## src/rtl/sub_64_bit.sv

```systemverilog
// sub_64_bit: registered 64-bit signed subtractor (a - b) with overflow flag, one cycle latency.
// Define SUB_64_BIT_ZERO_FLAG_EN to add a registered zero-result flag.
module sub_64_bit (
  input  logic        clk,
  input  logic        rst,
  input  logic [63:0] a,
  input  logic [63:0] b,
  output logic [63:0] out,
  output logic        overflow
`ifdef SUB_64_BIT_ZERO_FLAG_EN
  ,
  output logic        zero
`endif
);
  logic [64:0] c;
  logic [63:0] diff_d, diff_q;
  logic        ovf_d, ovf_q;
  // Ripple chain of full-adder cells computing a + ~b + 1
  always_comb begin
    c = 65'd0;
    c[0] = 1'b1;
    diff_d = 64'd0;
    for (int i = 0; i < 64; i++) begin
      diff_d[i] = a[i] ^ ~b[i] ^ c[i];
      c[i+1] = (a[i] & ~b[i]) | (c[i] & (a[i] ^ ~b[i]));
    end
    ovf_d = c[63] ^ c[64];
  end
  always_ff @(posedge clk or posedge rst)
    if (rst) begin
      diff_q <= 64'd0;
      ovf_q <= 1'b0;
    end else begin
      diff_q <= diff_d;
      ovf_q <= ovf_d;
    end
  assign out = diff_q;
  assign overflow = ovf_q;
`ifdef SUB_64_BIT_ZERO_FLAG_EN
  logic zero_q;
  always_ff @(posedge clk or posedge rst)
    if (rst) zero_q <= 1'b0;
    else zero_q <= ~|diff_d;
  assign zero = zero_q;
`endif
endmodule

```

## config.mk

```make
export PLATFORM = sky130hd
export DESIGN_NAME = sub_64_bit
export DESIGN_NICKNAME = d
export VERILOG_FILES = /design/src/rtl/sub_64_bit.sv
export SDC_FILE = /design/constraint.sdc
export NUM_CORES = 1
export LEC_CHECK = 0
export ABC_CLOCK_PERIOD_IN_PS = 1800
export BUFFER_PORTS_ARGS = -buffer_cell sky130_fd_sc_hd__buf_4
export CAP_MARGIN = 20
export CORE_MARGIN = 3
export CORE_UTILIZATION = 40
export CTS_CLUSTER_SIZE = 8
export DETAILED_ROUTE_END_ITERATION = 10
export PLACE_DENSITY_LB_ADDON = 0.3
export SYNTH_ARGS = -nofsm -noshare
export SYNTH_HDL_FRONTEND = slang
export SYNTH_SLANG_ARGS = --single-unit
```

## constraint.sdc

```tcl
create_clock -name clk -period 1.8 [get_ports clk]
set_clock_uncertainty 0.05 [all_clocks]
set_input_delay 0.18 -clock clk [delete_from_list [all_inputs] [get_ports clk]]
set_output_delay 0.18 -clock clk [all_outputs]
set_load 0.03 [all_outputs]
```

* Word-level counts from Yosys, hierarchy flattened
Index checks and enable logic that the tools add are counted.
Storage, ports and cells: flip-flop bits (word level) 65, bits of input ports 130, output and inout port bits 65, logic and storage cells 386
Cells by class: bitwise gates (word level) 384
Operators by type and width (count):
- $xor 1x1->1 | 128
- $and 1x1->1 | 127
- $not 1->1 | 65
- $or 1x1->1 | 64

* Longest topological paths before layout
Gate-level depths: netlist of the first run.
depth after elaboration 130, depth in mapped cells 68

* Worst setup path before layout of the first run
Ideal clock, no wire load.
kind input to register, start point input port a[0], end point register ovf_q, in the netlist overflow, arrival 24342 ps, required time 1625 ps, slack -22717 ps, stages on the path 68, buffers on the path 0, cells stage by stage inv_1 > ha_1 > fa_1 > fa_1 > fa_1 > fa_1 > fa_1 > fa_1 > fa_1 > fa_1 > fa_1 > inv_1 > fa_1 > inv_1 > fa_1 > fa_1 > fa_1 > fa_1 > [... 32 more ...] > fa_1 > fa_1 > fa_1 > fa_1 > fa_1 > fa_1 > fa_1 > fa_1 > fa_1 > fa_1 > fa_1 > fa_1 > fa_1 > fa_1 > fa_1 > fa_1 > fa_1 > xor2_1
On the way: word-level cells in the longest chain between the ends 129, elaborated cells on any way between the ends 130, classes of those cells bitwise: 130
Ends and longest elaborated chain:
- start, declared | line 6 | input logic [63:0] a,
- $and 1x1->1 or $xor 1x1->1 (tied branches) | line 25 | c[i+1] = (a[i] & ~b[i]) | (c[i] & (a[i] ^ ~b[i]));
- $or 1x1->1 * | line 25
- $and 1x1->1 * | line 25
- $or 1x1->1 * | line 25
- $and 1x1->1 * | line 25
- $or 1x1->1 * | line 25
- $and 1x1->1 * | line 25
- $or 1x1->1 * | line 25
- [... 114 more ...]
- $and 1x1->1 * | line 25
- $or 1x1->1 * | line 25
- $and 1x1->1 * | line 25
- $or 1x1->1 * | line 25
- $and 1x1->1 | line 25
- $or 1x1->1 | line 25
- $xor 1x1->1 * | line 27 | ovf_d = c[63] ^ c[64];
- via ovf_d | line 17 | logic ovf_d, ovf_q;
- end signal, assigned | line 35 | ovf_q <= ovf_d;
- end, declared | line 17
Mark *: on every way through the listed nets, which the timed path passes. The rest lies on a longest branch.

* Final worst setup path of the first run
start point input port a[0], end point register diff_q[63], in the netlist out[63]
On the way: word-level cells in the longest chain between the ends 127, elaborated cells on any way between the ends 128, classes of those cells bitwise: 128
Ends and longest elaborated chain:
- $and 1x1->1 or $xor 1x1->1 (tied branches) | line 25
- $or 1x1->1 * | line 25
- $and 1x1->1 * | line 25
- $or 1x1->1 * | line 25
- $and 1x1->1 * | line 25
- $or 1x1->1 * | line 25
- $and 1x1->1 * | line 25
- $or 1x1->1 * | line 25
- [... 112 more ...]
- $and 1x1->1 * | line 25
- $or 1x1->1 * | line 25
- $and 1x1->1 * | line 25
- $or 1x1->1 * | line 25
- $and 1x1->1 * | line 25
- $or 1x1->1 * | line 25
- $xor 1x1->1 * | line 24 | diff_d[i] = a[i] ^ ~b[i] ^ c[i];
- via diff_d[63] | line 16 | logic [63:0] diff_d, diff_q;
- end signal, assigned | line 34 | diff_q <= diff_d;
- end, declared | line 16
Marks and branches as above.

==> results of run 1 <==
-- registers in the layout (all words and copies together), names as in the netlist --
| register | count |
|---|---|
| overflow | 1 |
| out | 64 |
-- worst max-delay path: cells and delay by family --
| kind | cells | cell delay (ns) |
|---|---|---|
| buf+inv | 5 | 0.26 |
| fa+ha+maj | 64 | 22.27 |
-- power groups by stage --
stage / logic (mW) / clock network, mW / registers, mW
after floorplan: 0.437 / 0 / 2.47
after detailed placement: 1.97 / 0 / 1.86
after global placement: 1.90 / 0 / 1.85
after global routing: 2.18 / 1.21 / 1.86
after CTS: 1.99 / 1.13 / 1.84
final: 2.01 / 1.10 / 1.83
-- cells by family after synthesis --
family,after synthesis
xor gates and xnor gates,1
adders and majority gates,64
buffers and inverters,130
DFF,65
-- placed cells by master (no fill, tap or decap), drive strengths merged --
cell	count
ha	1
clkinvlp	1
fa	63
buf	197
inv	129
xor2	1
clkinv	3
clkbuf	13
dlygate4sd3	1
dfrtp	65
-- cell type report --
type	count	area, sq um	area share
Sequential cell	65	1630	0.301
Timing Repair Buffer	198	1520	0.281
Multi-Input combinational cell	65	1450	0.269
Inverter	130	504	0.0933
Clock buffer	13	159	0.0294
Tap cell	102	128	0.0236
Clock inverter	3	15.0	0.00278
-- per-stage QoR --
| step | utilization | area (sq um) | power (mW) | setup WS, ns |
|---|---|---|---|---|
| 2_1_floorplan | - | 3580 | 2.91 | -20.25 |
| 3_3_place_gp | 0.653 | 5200 | 3.75 | -20.76 |
| 3_5_place_dp | 0.653 | 5200 | 3.83 | -21.13 |
| 4_1_cts | 0.677 | 5400 | 4.97 | -20.78 |
| 5_1_grt | 0.678 | 5400 | 5.26 | -21.22 |
| 6_report | 0.678 | 5400 | 4.94 | -20.70 |
-- routing by layer --
metal  vias to the layer above  track usage
li1                       1073            -
met1                      1170        0.195
met2                       139        0.327
met3                        15       0.0921
met4                         0       0.0620
met5                         -            0
-- path summary, 6_finish.rpt --
kind | start | end | slack [ns] | cells after the start
max | a[0] | out[63] | -20.70 | 69
min in group asynchronous | rst | out[19] | 0.43 | 3
max in group asynchronous | rst | out[33] | 0.70 | 4
min | b[0] | out[0] | 0.04 | 3
-- repair_timing --
action	4_1_cts	5_1_grt
gates resized for setup	13	31
hold endpoints to repair	22	0
pin swaps	0	0
setup endpoints to repair	61	61
hold buffers	1	0
==> impl_results.md, run 1 <==
- DR iter-0 viols: 24
- Slowest CP cell: fa_2
- Slowest cell delay on critical path: 0.53 ns
- Combinational share of power: 0.406
- Top-area cell type share of the netlist area: 0.479
- Starting density of the core: 0.426
- Clk root buf: clkbuf_8
- Gpl congestion: 0.808
- Status: finished, violations left
- Unrepaired setup endpoints after global routing: true
- Switching portion of total power: 0.359
- Crit. End Element: register
- Clk buf depth: 2
- WL met2: 4320 um
- CTS buffer count: 9
- Post-synth cell types: 5
- Post-synthesis mux area share: 0
- Pleak: 2.88 nW
- Compound-Gate Fraction of Synth Area: 0
- Post-Syn Area: 3400 sq um
- Synth top area cells: dfrtp_1, fa_1, inv_1
- WP data required: 1.98 ns
- FMAX: 44.4 MHz
- First-pass GRT wire length: 13800 um
- Max IR drop VDD: 0.497 mV
- Die height: 98.2 um
- Critical path type: in2reg
- DR top layer: met4
- Antenna Diode Count: 0
- Post-CTS setup buffer count: 0
- Post-Synth XOR/XNOR Area: 0.00258
- Max Slew Vio Count: 0
- Synth Flop Type: dfrtp_1
- Fraction of registers with async set or reset after synthesis: 1.00
- DR WL met3: 1070 um
- Via count: 2397
- Setup_tns: -641.51 ns
- CTS sink cnt: 65
- Post-Synth Simple-Gate Area: 0
- Fin nets: 663
- DR vias/cell: 4.16
- DIE WIDTH: 98.2 um
- Seq pwr share: 0.371
- GRT Util Overall: 0.186
- Fraction of final layout cells sized beyond drive strength 1: 0.673
- Antenna-violating nets left: 0
- CP arrival: 22.68 ns
- Post-synthesis cell count: 260
- HPWL after detailed placement: 7150 um
- Die area: 9630 sq um
- Cell Rows: 32
- Avg Cell Area, Syn: 13.1 sq um
- Placed instance count: 559
- Syn_nets: 454
- Synthesized flop and latch total: 65
- Post-synthesis sequential area ratio: 0.479
- Main combinational cell family by area after synthesis: adder cells
- Headroom to the max-slew limit: 0.623
- Post-synth top cells: inv_1, dfrtp_1, fa_1
- Clk slew on worst S/H paths: 0.08 ns
- Initial antenna violation count: 0
- Max Cap Viol: 0
- Largest net degree at the start of global routing: 30
- EDFF count, synth: 0
- Synth Area in Adders: 0.375
- Core Footprint: 7970 sq um
- Hold Violations, Final: 0
- Post-synth top area cell: dfrtp_1
- Ports: 195
- P&R area growth vs syn: 59.0%
- H-tree depth: 3
- Vias in the first global route: 2928
- Gr ovfl total: 0
- Most frequent cell after synthesis: inv_1
- Worst-Margin Slew: 0.564 ns
- Failing checks: negative setup slack
- Final wirelength: 8140 um
- Min cycle time layout: 22.50 ns
- Final worst-path cycle share: 12.5
- Setup ws final: -20.70 ns
- Switch Pwr: 1.77 mW
- Clock network fraction of total power: 0.222
- Fill cells: 582
- Critical-path maximum fanout: 2
- Met1 wire length: 2590 um
- CTS tree: built
- Power Internal: 3.17 mW
- Detailed-route wire length per cell: 14.1 um
- Worst Setup Start Kind: primary input
- Worst hold slack: 0.0397 ns
- Drt drc: 0
- Top cell by count, worst path: fa_2
- # setup viols final: 61
- DR pass1 iterations: 4
- Fin cells: 576
- IO Port Bufs: 194
- Pwr/cell area: 915 nW/um^2
- Synth Warn #: 0
- Hold Path Class: in2reg
No activity file was read; power rests on OpenSTA's default activity.
==> run 2, diff against run 1 <==
PLACE_DENSITY = 0.77   (was not set)
PLACE_DENSITY_LB_ADDON = not set   (was 0.3)
REMOVE_ABC_BUFFERS = 1   (was not set)
==> run 2 against run 1 <==
  * The flow still finishes with violations (negative setup slack)
  * Cell count shrank 0.17%
  * Critical path depth is the same
  * First-iteration DRC count shrank 13%
  * Hold slack gained 0.014 ns
  * Clock-buffer cell count is the same
  * Clock power is essentially flat
  * Maximum frequency shrank 0.20%
  * Die area is the same
  * Worst setup slack lost 0.045 ns
  * Total power grew 0.39%
  * Sequential power is essentially flat
  * Critical path type unchanged
==> impl_results.md, run 2 (same netlist as run 1, synthesis figures left out) <==
- Clk slew on worst S/H paths: 0.07 ns (was 0.08 ns)
- P&R area growth vs syn: 58.7% (was 59.0%)
- Drt drc: 0 (unchanged)
- Largest net degree at the start of global routing: 39 (was 30)
- Gr ovfl total: 0 (unchanged)
- Clock network fraction of total power: 0.224 (was 0.222)
- Vias in the first global route: 2748 (was 2928)
- Worst-Margin Slew: 0.303 ns (was 0.564 ns)
- H-tree depth: 3 (unchanged)
- Fin util: 0.677 (was 0.678)
- Hold Violations, Final: 0 (unchanged)
- CTS buffer count: 9 (unchanged)
- Initial antenna violation count: 0 (unchanged)
- Antenna Diode Count: 0 (unchanged)
- FMAX: 44.4 MHz (about the same)
- Switching portion of total power: 0.354 (was 0.359)
- GRT Util Overall: 0.174 (was 0.186)
- Status: finished, violations left (unchanged)
- CTS tree: built (unchanged)
- DR vias/cell: 4.11 (was 4.16)
- Crit. End Element: register (unchanged)
- Seq pwr share: 0.369 (was 0.371)
- Final wirelength: 8100 um (was 8140 um)
- Worst min-delay path startpoint: b[0] (unchanged)
- Slowest cell delay on critical path: 0.54 ns (was 0.53 ns)
- WP data required: 1.97 ns (was 1.98 ns)
- Combinational share of power: 0.407 (was 0.406)
- CP arrival: 22.71 ns (was 22.68 ns)
- Worst Setup Start Kind: primary input (unchanged)
- Power Internal: 3.21 mW (was 3.17 mW)
- Via count: 2361 (was 2397)
- Commonest cells after routing, fill and taps aside: buf_4, inv_1, dfrtp_1 (unchanged)
- Switch Pwr: 1.75 mW (was 1.77 mW)
- DR pass1 iterations: 4 (unchanged)
- First-pass GRT wire length: 12900 um (was 13800 um)
- Fraction of final layout cells sized beyond drive strength 1: 0.681 (was 0.673)
- DIE WIDTH: 98.2 um (unchanged)
- Hold endpoint: out[0] (unchanged)
- Ports: 195 (unchanged)
- Fin nets: 663 (unchanged)
- IO Port Bufs: 194 (unchanged)
- Final worst-path cycle share: 12.5 (about the same)
- Total power: 4.96 mW (was 4.94 mW)
- Most common cell after layout, fill and taps aside: buf_4 (unchanged)
- Gpl congestion: 0.809 (was 0.808)
- Unrepaired setup endpoints after global routing: true (unchanged)
- Slowest CP cell: fa_2 (unchanged)
- Top cell by count, worst path: fa_2 (unchanged)
- Placed instance count: 558 (was 559)
- Headroom to the max-slew limit: 0.798 (was 0.623)
- Failing checks: negative setup slack (unchanged)
- Die height: 98.2 um (unchanged)
- Max Slew Vio Count: 0 (unchanged)
- WHS Path Cells: 3 (unchanged)
- Min cycle time layout: 22.55 ns (was 22.50 ns)
- Hold Path Class: in2reg (unchanged)
- Pwr/cell area: 920 nW/um^2 (was 915 nW/um^2)
- Max reg flops: 64 (unchanged)
- Detailed-route wire length per cell: 14.1 um (about the same)
- # setup viols final: 61 (unchanged)
- CTS sink cnt: 65 (unchanged)
- Clk root buf: clkbuf_8 (unchanged)
- Post-place setup slack: -23.80 ns (was -21.13 ns)
- Core Footprint: 7970 sq um (unchanged)
- Setup ws final: -20.75 ns (was -20.70 ns)
- Max Cap Viol: 0 (unchanged)
- Max IR drop VDD: 0.395 mV (was 0.497 mV)
- Die area: 9630 sq um (unchanged)
- Fin cells: 575 (was 576)
- Clk buf depth: 2 (unchanged)
- Pleak: 2.87 nW (was 2.88 nW)
- Antenna-violating nets left: 0 (unchanged)
- Critical path type: in2reg (unchanged)
- Cell Rows: 32 (unchanged)
- Critical-path maximum fanout: 2 (unchanged)
- Worst hold slack: 0.0537 ns (was 0.0397 ns)
- Starting density of the core: 0.426 (unchanged)
- DR iter-0 viols: 21 (was 24)
- HPWL after detailed placement: 6900 um (was 7150 um)
[run 2: metal layers]
layer	vias to the layer above	global-route usage	part of all wire
met3	19	0.0586	0.094
met1	1155	0.161	0.29
met2	114	0.337	0.58
met4	0	0.0809	0.034
li1	1073	-	-
met5	-	0	0
[run 2: per-stage QoR]
stage,instance area [sq um],TNS (ns)
floorplan,3400,-713.69
global placement,5010,-736.19
detailed placement,5010,-749.46
CTS,5380,-643.94
global route,5390,-661.70
finish,5390,-644.60
[run 2: what timing repair did]
item,CTS,global route
setup endpoints to repair,61,61
endpoints found under the hold margin,11,0
pin swaps,7,9
resized for setup,79,36
buffers inserted,0,1
gates cloned,0,0
hold buffers,1,0
[run 2: how the worst max path moves through the flow]
stage               cells past startpoint  slack [ns]       end  from
floorplan                              68      -22.72  overflow  a[0]
global placement                       69      -23.44  overflow  a[0]
detailed placement                     69      -23.80  overflow  a[0]
CTS                                    69      -20.79   out[63]  a[0]
global route                           69      -21.27   out[63]  a[0]
finish                                 69      -20.75   out[63]  a[0]
[run 2: worst max-delay path, delay by kind of cell]
family | cells | cell delay, ns
fa+ha+maj | 64 | 22.28
buf+inv | 5 | 0.24
[run 2: cell type report]
type | count | area (sq um)
repair buffers | 198 | 1510
clock inverters | 2 | 12.5
flip-flops and latches | 65 | 1630
well taps | 102 | 128
inverters | 130 | 490
multi-input cells | 65 | 1450
clock buffers | 13 | 169
fillers | 615 | 2580
[run 2: power by group through the flow]
stage / clock network [mW] / logic, mW / registers (mW)
after detailed placement: 0 / 1.89 / 1.86
after CTS: 1.15 / 1.97 / 1.83
final: 1.11 / 2.02 / 1.83
after global placement: 0 / 1.84 / 1.85
after floorplan: 0 / 0.393 / 2.47
after global routing: 1.21 / 2.19 / 1.86
==> run 3, diff against run 2 <==
ABC_AREA = 1   (was not set)
==> run 3 against run 2 <==
  * The run still ends with negative setup slack left
  * Sequential share of layout area down 0.056 points
  * Synthesized cell count rose by 1.5%
  * Largest power group unchanged
  * Clock-buffer cell count stayed put
  * Highest routed layer unchanged
  * Global-route usage grew 0.13 points
  * Die area grew 0.28%
  * Worst setup slack better by 0.14 ns
==> impl_results.md, run 3 <==
- Critical path type: in2reg (unchanged)
- Post-synthesis cell count: 264 (was 260)
- Max IR drop VDD: 0.417 mV (was 0.395 mV)
- Status: finished, violations left (unchanged)
- Vias in the first global route: 2775 (was 2748)
- Worst Setup Start Kind: primary input (unchanged)
- Gr ovfl total: 0 (unchanged)
- Post-synth top cells: inv_1, dfrtp_1, fa_1 (unchanged)
- Clk buf depth: 2 (unchanged)
- Ports: 195 (unchanged)
- Avg Cell Area, Syn: 12.9 sq um (was 13.1 sq um)
- Min cycle time layout: 22.40 ns (was 22.55 ns)
- DR pass1 iterations: 4 (unchanged)
- Max reg flops: 64 (unchanged)
- Crit. End Element: register (unchanged)
- Fin util: 0.654 (was 0.677)
- CTS tree: built (unchanged)
- Critical-path maximum fanout: 3 (was 2)
- Worst min-delay path startpoint: b[0] (unchanged)
- Synth Flop Type: dfrtp_1 (unchanged)
- CTS buffer count: 9 (unchanged)
- Post-Syn Area: 3410 sq um (was 3400 sq um)
- Core Footprint: 8260 sq um (was 7970 sq um)
- Critical path's top delay family: adder cells (unchanged)
- Hold Violations, Final: 0 (unchanged)
- Final worst-path cycle share: 12.4 (was 12.5)
- Clk root buf: clkbuf_8 (unchanged)
- Antenna-violating nets left: 0 (unchanged)
- First-pass GRT wire length: 13000 um (was 12900 um)
- DR iter-0 viols: 31 (was 21)
- GRT Util Overall: 0.176 (was 0.174)
- CTS sink cnt: 65 (unchanged)
- Pleak: 2.88 nW (was 2.87 nW)
- WHS Path Cells: 3 (unchanged)
- Failing checks: negative setup slack (unchanged)
- FMAX: 44.6 MHz (was 44.4 MHz)
- Drt drc: 0 (unchanged)
- DR vias/cell: 4.05 (was 4.11)
- Slowest cell delay on critical path: 0.52 ns (was 0.54 ns)
- EDFF count, synth: 0 (unchanged)
- Slowest CP cell: fa_2 (unchanged)
- Post-place setup slack: -23.85 ns (was -23.80 ns)
- Post-synth top area cell: dfrtp_1 (unchanged)
- Cell Rows: 33 (was 32)
- Hold Path Class: in2reg (unchanged)
- DIE WIDTH: 98.3 um (was 98.2 um)
- P&R area growth vs syn: 58.5% (was 58.7%)
- WP buf/inv: 5 (unchanged)
- Fin nets: 665 (was 663)
- Die height: 98.3 um (was 98.2 um)
- Headroom to the max-slew limit: 0.630 (was 0.798)
- CP arrival: 22.58 ns (was 22.71 ns)
- WL met2: 4580 um (was 4680 um)
- Max Cap Viol: 0 (unchanged)
- Starting density of the core: 0.413 (was 0.426)
- Post-CTS setup buffer count: 0 (unchanged)
- Most common cell after layout, fill and taps aside: buf_4 (unchanged)
- # setup viols final: 61 (unchanged)
- Die area: 9660 sq um (was 9630 sq um)
- Commonest cells after routing, fill and taps aside: buf_4, inv_1, dfrtp_1 (unchanged)
- DR WL met3: 724 um (was 763 um)
- Met1 wire length: 2490 um (was 2380 um)
- Worst hold slack: 0.0274 ns (was 0.0537 ns)
- IO Port Bufs: 194 (unchanged)
- Synth top area cells: dfrtp_1, fa_1, inv_1 (unchanged)
- Post-synth cell types: 5 (unchanged)
- Top-area cell type share of the netlist area: 0.477 (was 0.479)
- Synth Warn #: 0 (unchanged)
- Setup ws final: -20.60 ns (was -20.75 ns)
- Most frequent cell after synthesis: inv_1 (unchanged)
- Hold endpoint: out[0] (unchanged)
- Final wirelength: 7950 um (was 8100 um)
- Via count: 2351 (was 2361)
- Max Slew Vio Count: 0 (unchanged)
- Fraction of final layout cells sized beyond drive strength 1: 0.669 (was 0.681)
- Gpl congestion: 0.826 (was 0.809)
- Top cell by count, worst path: fa_2 (unchanged)
- Fraction of registers with async set or reset after synthesis: 1.00 (unchanged)
- Unrepaired setup endpoints after global routing: true (unchanged)
- DR top layer: met4 (unchanged)
- Initial antenna violation count: 0 (unchanged)
- Detailed-route wire length per cell: 13.7 um (was 14.1 um)
- Antenna Diode Count: 0 (unchanged)
- Post-synthesis sequential area ratio: 0.477 (was 0.479)
- HPWL after detailed placement: 6690 um (was 6900 um)
- Clk slew on worst S/H paths: 0.07 ns (about the same)
- Worst-Margin Slew: 0.554 ns (was 0.303 ns)
- Synthesized flop and latch total: 65 (unchanged)
- Pwr/cell area: 939 nW/um^2 (was 920 nW/um^2)
- H-tree depth: 3 (unchanged)
- WP data required: 1.98 ns (was 1.97 ns)
- Largest net degree at the start of global routing: 41 (was 39)
==> run 3: tightest hold or removal path, cell delays in order <==
cell and delay (ns):
buf_6 0.07, ha_4 0.10, inv_1 0.03
==> run 3: per-stage QoR <==
stage | setup TNS (ns) | instances | power [mW] | cell area (sq um)
6_report | -638.11 | 580 | 5.07 | 5400
5_1_grt | -655.18 | 580 | 5.38 | 5400
4_1_cts | -637.83 | 580 | 5.09 | 5400
3_5_place_dp | -752.13 | 564 | 3.76 | 5010
3_3_place_gp | -738.08 | 564 | 3.70 | 5010
2_1_floorplan | -713.64 | 264 | 2.86 | 3410
==> run 3: area by class of cell <==
type,instances,area [sq um]
Clock inverter,2,37.5
Tap cell,105,131
Sequential cell,65,1630
Inverter,132,498
Clock buffer,13,159
Timing Repair Buffer,196,1490
Multi-Input combinational cell,67,1460
Fill cell,648,2860
==> run 3: cells by family (layout without fill, tap and decap cells) <==
kind of cell | count (synthesis) | after routing | synth area share
buf+inv | 132 | 343 | 0.145
flops | 65 | 65 | 0.477
simple gates | 3 | 3 | 0.00330
fa+ha+maj | 64 | 64 | 0.374
==> run 3: how the worst max path moves through the flow <==
stage,cells past startpoint,endpoint,start
after floorplan,68,out[63],a[0]
after global routing,69,out[63],a[0]
after global placement,69,out[63],a[0]
final,69,out[63],a[0]
after CTS,69,out[63],a[0]
after detailed placement,70,overflow,a[0]
==> run 3: timing repair <==
action,in CTS,in global routing
gates resized for setup,83,30
endpoints found under the hold margin,25,0
hold buffers,1,0
endpoints found under the setup margin,61,61
pin swaps,5,3
cloned,0,0
==> run 3: where the power goes <==
| group | switching [mW] | leakage [nW] | internal (mW) |
|---|---|---|---|
| combinational | 1.16 | 2.03 | 0.840 |
| clock | 0.526 | 0.0957 | 0.710 |
| sequential | 0.0861 | 0.758 | 1.75 |
| total | 1.77 | 2.88 | 3.30 |
==> run 3: routing by layer <==
layer  track usage  vias up
met2         0.325      114
met3        0.0586       14
met5             0        -
met4        0.0735        0
met1         0.179     1144
li1              -     1079
